### config.mk
export PLATFORM = sky130hd
export DESIGN_NAME = main_memory_responder
export DESIGN_NICKNAME = d
export VERILOG_FILES = /design/src/rtl/main_memory_pkg.sv /design/src/rtl/main_memory_responder_mmio_regs.sv /design/src/rtl/main_memory_responder.sv
export SDC_FILE = /design/constraint.sdc
export NUM_CORES = 2
export LEC_CHECK = 0
export BUFFER_PORTS_ARGS = -buffer_cell sky130_fd_sc_hd__buf_4
export CAP_MARGIN = 5
export CORE_MARGIN = 5
export CORE_UTILIZATION = 30
export CTS_BUF_LIST = sky130_fd_sc_hd__clkbuf_16
export DETAILED_ROUTE_END_ITERATION = 10
export GPL_ROUTABILITY_DRIVEN = 1
export PLACE_DENSITY = 0.54
export SETUP_SLACK_MARGIN = 0.15
export SLEW_MARGIN = 10
export SYNTH_ARGS = -nofsm -noshare
export SYNTH_HDL_FRONTEND = slang
export SYNTH_SLANG_ARGS = --single-unit
### constraint.sdc
create_clock -name clk -period 2.3 [get_ports clk]
set_clock_uncertainty 0.15 [all_clocks]
set_input_delay 0.345 -clock clk [delete_from_list [all_inputs] [get_ports clk]]
set_output_delay 0.345 -clock clk [all_outputs]
set_load 0.02 [all_outputs]
### src/rtl/main_memory_pkg.sv
// Shared constants for the main memory responder: data word width, the MMIO
// page (upper address byte) and the register offsets inside that page.
package main_memory_pkg;

    localparam int unsigned WORD_W = 16;

    // Upper address byte selecting the memory-mapped register page.
    localparam logic [7:0] MMIO_BASE = 8'hFF;

    // Register offsets (low address byte) within the MMIO page.
    localparam logic [7:0] OFF_PORT    = 8'h00; // output port, R/W
    localparam logic [7:0] OFF_CYCLE   = 8'h01; // cycle counter, R/W
    localparam logic [7:0] OFF_SCRATCH = 8'h02; // scratch, R/W
    localparam logic [7:0] OFF_STORES  = 8'h03; // store counter, read-only

    function automatic logic is_mmio(input logic [7:0] page);
        return page == MMIO_BASE;
    endfunction

endpackage

### src/rtl/main_memory_responder_mmio_regs.sv
// mmio_regs: memory-mapped register file of the main memory responder.
// Holds the output port, the free-running cycle counter, a scratch register
// and the saturating store counter, plus the write-first read mux.
//   clk, rst_n    : clock, asynchronous active-low reset
//   store_strobe  : any store this cycle (RAM or MMIO), feeds the store counter
//   mmio_we       : store aimed at the MMIO page this cycle
//   offset        : low address byte (register select)
//   wr_data       : store data
//   rd_data       : combinational read data for the addressed register
//   port_out      : output port register
//   cycle_count   : cycle counter register
module mmio_regs
    import main_memory_pkg::*;
(
    input  logic              clk,
    input  logic              rst_n,
    input  logic              store_strobe,
    input  logic              mmio_we,
    input  logic [7:0]        offset,
    input  logic [WORD_W-1:0] wr_data,
    output logic [WORD_W-1:0] rd_data,
    output logic [WORD_W-1:0] port_out,
    output logic [WORD_W-1:0] cycle_count
);

    logic [WORD_W-1:0] port_d,    port_q;
    logic [WORD_W-1:0] cycle_d,   cycle_q;
    logic [WORD_W-1:0] scratch_d, scratch_q;
    logic [WORD_W-1:0] stores_d,  stores_q;

    always_comb begin
        port_d    = port_q;
        cycle_d   = cycle_q + 1'b1;
        scratch_d = scratch_q;
        stores_d  = stores_q;

        // Every strobe counts, including ones whose target discards them.
        if (store_strobe && (stores_q != '1)) begin
            stores_d = stores_q + 1'b1;
        end

        if (mmio_we) begin
            case (offset)
                OFF_PORT:    port_d    = wr_data;
                OFF_CYCLE:   cycle_d   = wr_data; // load replaces this cycle's increment
                OFF_SCRATCH: scratch_d = wr_data;
                default: ;                        // store counter and unmapped: discarded
            endcase
        end
    end

    // Write-first: a same-edge store to a writable register returns the new data.
    // The store counter is read-only, so its read always shows the pre-edge count.
    always_comb begin
        rd_data = '0;
        case (offset)
            OFF_PORT:    rd_data = mmio_we ? wr_data : port_q;
            OFF_CYCLE:   rd_data = mmio_we ? wr_data : cycle_q;
            OFF_SCRATCH: rd_data = mmio_we ? wr_data : scratch_q;
            OFF_STORES:  rd_data = stores_q;
            default:     rd_data = '0;
        endcase
    end

    always_ff @(posedge clk or negedge rst_n) begin
        if (!rst_n) begin
            port_q    <= '0;
            cycle_q   <= '0;
            scratch_q <= '0;
            stores_q  <= '0;
        end else begin
            port_q    <= port_d;
            cycle_q   <= cycle_d;
            scratch_q <= scratch_d;
            stores_q  <= stores_d;
        end
    end

    assign port_out    = port_q;
    assign cycle_count = cycle_q;

endmodule

### src/rtl/main_memory_responder.sv
// main_memory_responder: single-cycle memory slave for a core's memory stage.
// Decodes each address to either the RAM (2^ADDR_BITS 16-bit words, upper
// address bits alias) or the MMIO page 0xFFxx, and returns registered load
// data one cycle later. No handshake: it answers every cycle.
//   clk, rst_n          : clock, asynchronous active-low reset
//   address_from_core   : word address
//   data_from_core      : store data
//   write_en_from_core  : store strobe
//   data_to_core        : registered load data (write-first)
//   port_out            : MMIO output port register
//   cycle_count         : free-running cycle counter
module main_memory_responder
    import main_memory_pkg::*;
#(
    parameter int unsigned ADDR_BITS = 8
) (
    input  logic              clk,
    input  logic              rst_n,
    input  logic [WORD_W-1:0] address_from_core,
    input  logic [WORD_W-1:0] data_from_core,
    input  logic              write_en_from_core,
    output logic [WORD_W-1:0] data_to_core,
    output logic [WORD_W-1:0] port_out,
    output logic [WORD_W-1:0] cycle_count
);

    localparam int unsigned DEPTH = 1 << ADDR_BITS;

    logic                 mmio_sel;
    logic                 mmio_we;
    logic                 ram_we;
    logic                 store_strobe;
    logic [ADDR_BITS-1:0] ram_idx;
    logic [WORD_W-1:0]    mmio_rd;
    logic [WORD_W-1:0]    data_to_core_d, data_to_core_q;

    logic [WORD_W-1:0]    mem_q [DEPTH];

    assign mmio_sel = is_mmio(address_from_core[WORD_W-1:WORD_W-8]);
    assign ram_idx  = address_from_core[ADDR_BITS-1:0];

    // The register file ignores strobes under reset by itself; the RAM has no
    // reset, so its write enable is gated explicitly.
    assign store_strobe = write_en_from_core;
    assign mmio_we      = write_en_from_core & mmio_sel;
    assign ram_we       = write_en_from_core & ~mmio_sel & rst_n;

    mmio_regs u_mmio_regs (
        .clk          (clk),
        .rst_n        (rst_n),
        .store_strobe (store_strobe),
        .mmio_we      (mmio_we),
        .offset       (address_from_core[7:0]),
        .wr_data      (data_from_core),
        .rd_data      (mmio_rd),
        .port_out     (port_out),
        .cycle_count  (cycle_count)
    );

    always_ff @(posedge clk) begin
        if (ram_we) begin
            mem_q[ram_idx] <= data_from_core;
        end
    end

    always_comb begin
        data_to_core_d = '0;
        if (mmio_sel) begin
            data_to_core_d = mmio_rd;
        end else if (write_en_from_core) begin
            data_to_core_d = data_from_core;
        end else begin
            data_to_core_d = mem_q[ram_idx];
        end
    end

    always_ff @(posedge clk or negedge rst_n) begin
        if (!rst_n) begin
            data_to_core_q <= '0;
        end else begin
            data_to_core_q <= data_to_core_d;
        end
    end

    assign data_to_core = data_to_core_q;

endmodule

==> impl_metrics.json <==
{
  "fin_crit_ps": 2920,
  "finalCritPeriodShare": 1.27,
  "cts.clk_slew.worst_paths_ps": 60,
  "drc": 0,
  "synth_fp_nets": 6969,
  "area_growth_pct": 24.9,
  "crit_type": "flop to flop",
  "relSlewSlack": 0.239,
  "ys_top_cells_by_area": "edfxtp_1, mux4_2, dfrtp_1",
  "num_vias": 80200,
  "hold_path_class": "input port to flop",
  "grt_antenna_before_repair": 29,
  "synth_top_area_frac": 0.775,
  "chipWidth_microns": 738,
  "r2r-start": "mem_q[163][13]",
  "initial_core_util": 0.301,
  "syn_area_per_cell_sq_um": 22.9,
  "maxSlewViolCount": 0,
  "port_buffers": 82,
  "final-hold-violation-count": 0,
  "timing.fmax_mhz": 343,
  "yosysTopAreaCell": "edfxtp_1",
  "cts.root.buffer_cell": "clkbuf_16",
  "finalWirelength_microns": 459000,
  "async_reset_ff_frac": 0.0192,
  "maxCapViolCount": 0,
  "ant_nets": 0,
  "cts_buffer_depth": 4,
  "status": "finished, violations left",
  "ys_seq_area_frac": 0.787,
  "startpoint_type": "flop",
  "cp-end-kind": "flop",
  "grt_pass1_wl_microns": 643000,
  "rsz0062_at_grt": "true",
  "wire_per_inst_microns": 29.5,
  "htree_levels": 5,
  "cp-endpoint": "data_to_core[13]",
  "grt_pass1_vias": 81700,
  "pin_count": 83,
  "numClockSinks": 4176,
  "rr_worst_depth": 9,
  "cts_tree": "built",
  "dr.pass1.iters": 6,
  "grt_max_degree": 85,
  "dpl.cell_count": 14700,
  "postSynthCellCount": 6932,
  "drive_above_1_share": 0.397,
  "p_per_area_nw_per_um2": 826,
  "timing.hold.ws_ps": 207,
  "yosysWarnings": 0,
  "die_h_microns": 738,
  "critPathLaunch": "mem_q[163][13]",
  "num_rows": 267,
  "coreArea_sq_um": 528000,
  "grtUsageTotal": 0.165,
  "final-setup-viol-count": 16,
  "gp_congestion": 0.895,
  "ir_drop_mv": 0.636,
  "arrival_ps": 3600,
  "ys_dominant_reg_cell": "edfxtp_1",
  "cp_data_required_time_ps": 2980,
  "crit-reg2reg-capture": "data_to_core[13]",
  "cts_made_buffers": 430,
  "final.setup.tns_ps": -7900,
  "grt_overflow": 0,
  "drtIter0Drc": 9179,
  "final_cells": 15500,
  "hold_depth": 2,
  "path_max_fanout": 1,
  "setup_slack_ps": -619,
  "failed_checks": "negative setup slack",
  "yosysUniqueCellTypes": 44,
  "place_hpwl_microns": 294000,
  "r2r_slack_ps": -620,
  "clkLatencyLatePin_ps": 980,
  "ys_seq_elements": 4176,
  "num-nets-final": 8201,
  "synth_edf_count": 4096,
  "dieArea_sq_um": 544000,
  "leakage_nw": 62.6,
  "place_ws_ps": -2240,
  "synthesis.area_sq_um": 159000,
  "avgViaCountPerCell": 5.16,
  "tightestPinTransition_ps": 1140,
  "fin_util": 0.376
}
## synthesized netlist by cell type, types with 4 or more instances
library cell,number
a21oi_1,64
buf_6,32
a221o_1,13
o41ai_1,10
nor2_1,278
dfrtp_1,80
inv_1,4
mux2i_1,5
nor3_1,6
and3_1,8
o22ai_1,106
buf_2,68
o21ai_0,21
buf_4,30
clkbuf_1,251
o21ai_1,46
a221oi_1,214
nand3_1,29
nand4_1,22
and2_1,5
mux2_2,33
buf_1,52
mux4_2,1024
xor2_1,13
edfxtp_1,4096
xnor2_1,16
nor2b_1,9
a22oi_1,112
nand2b_1,4
a22o_1,212
nand2_1,48
## state kept, by name, indices dropped and copies added (netlist names)
register and flops:
mem_q 4096, u_mmio_regs.cycle_count 16, data_to_core 16, u_mmio_regs.stores_q 16
u_mmio_regs.scratch_q 16, u_mmio_regs.port_out 16
## repair_timing
action | 4_1_cts | 5_1_grt
endpoints found under the setup margin | 1157 | 352
hold buffers | 21 | 1
endpoints found under the hold margin | 2937 | 2
gates resized for setup | 287 | 158
gates cloned | 3 | 2
buffers inserted | 8 | 7
pin swaps | 60 | 72
## routing by layer
| layer | vias to the layer above | global-route usage | part of all wire | routed length [microns] |
|---|---|---|---|---|
| li1 | 32600 | - | - | - |
| met1 | 43700 | 0.233 | 0.42 | 193000 |
| met2 | 3230 | 0.260 | 0.47 | 213000 |
| met3 | 613 | 0.0334 | 0.084 | 38500 |
| met4 | 18 | 0.0437 | 0.029 | 13200 |
| met5 | - | 0 | 0.00022 | 102 |
## logic make-up (layout without fill, tap and decap cells)
group           Yosys count  after routing  synth area share
xor+xnor                 29             29           0.00160
flops                  4176           4176             0.787
fa+ha+maj                 2              2          0.000158
buf+inv                 437           2027            0.0131
compound gates          808            808            0.0390
mux                    1062           1062             0.148
other cells               0              4                 0
simple gates            418            418            0.0111
## critical path: stages (launching register included)
cell and delay, ps:
edfxtp_1 360, mux4_2 530, a22o_4 270, a221oi_4 240, buf_6 150, o22ai_4 90, o21ai_4 400, buf_6 150
nand4_1 130, a221o_1 310
## area by class of cell
type / count / area (sq um)
fill: 47200 / 330000
sequential: 4176 / 125000
multi-input combinational: 2319 / 35000
timing repair buffer: 1233 / 15400
clock buffer: 434 / 10900
tap: 6994 / 8750
clock inverter: 356 / 3300
inverter: 4 / 15.0
antenna: 4 / 10.0
## through the flow
step	power, mW	cell area, sq um
final	164	198000
after global routing	169	198000
after CTS	165	197000
after detailed placement	95.1	181000
after global placement	95.0	181000
after floorplan	89.5	160000
## placed cells by master, fill, tap and decap left out, types with 22 or more instances in the layout
cell       Yosys  final
a21oi_1       64     49
a221oi_1     214    109
a221oi_2       0     92
a22o_1       212    178
a22o_4         0     27
a22oi_1      112     92
buf_12         0    451
buf_4         30    694
buf_6         32     43
bufinv_16      0     53
clkbuf_16      0    436
clkinv_1       0     98
clkinv_2       0     83
dfrtp_1       80     60
edfxtp_1    4096   4096
inv_1          4     84
mux2_2        33     33
mux4_2      1024   1024
nand2_1       48     34
nand4_1       22     22
nor2_1       278    123
nor2_2         0     84
nor2_4         0     71
o22ai_1      106     50
o22ai_2        0     37
## worst min path at each step
stage / startpoint / endpoint / slack (ps)
detailed placement: rst_n / u_mmio_regs.cycle_count[12] / 270
floorplan: rst_n / data_to_core[0] / -100
finish: data_from_core[3] / mem_q[161][3] / 210
global route: data_from_core[3] / mem_q[160][3] / 170
CTS: data_from_core[3] / mem_q[161][3] / 130
global placement: rst_n / u_mmio_regs.cycle_count[12] / 260
## power by group
group | total, mW | internal [mW] | switching, mW | leakage (nW)
clock | 69.6 | 40.2 | 29.4 | 7.23
combinational | 10.2 | 4.15 | 6.09 | 17.5
sequential | 84.0 | 83.7 | 0.262 | 37.8
total | 164 | 128 | 35.7 | 62.6
No activity file was read; power rests on OpenSTA's default activity.
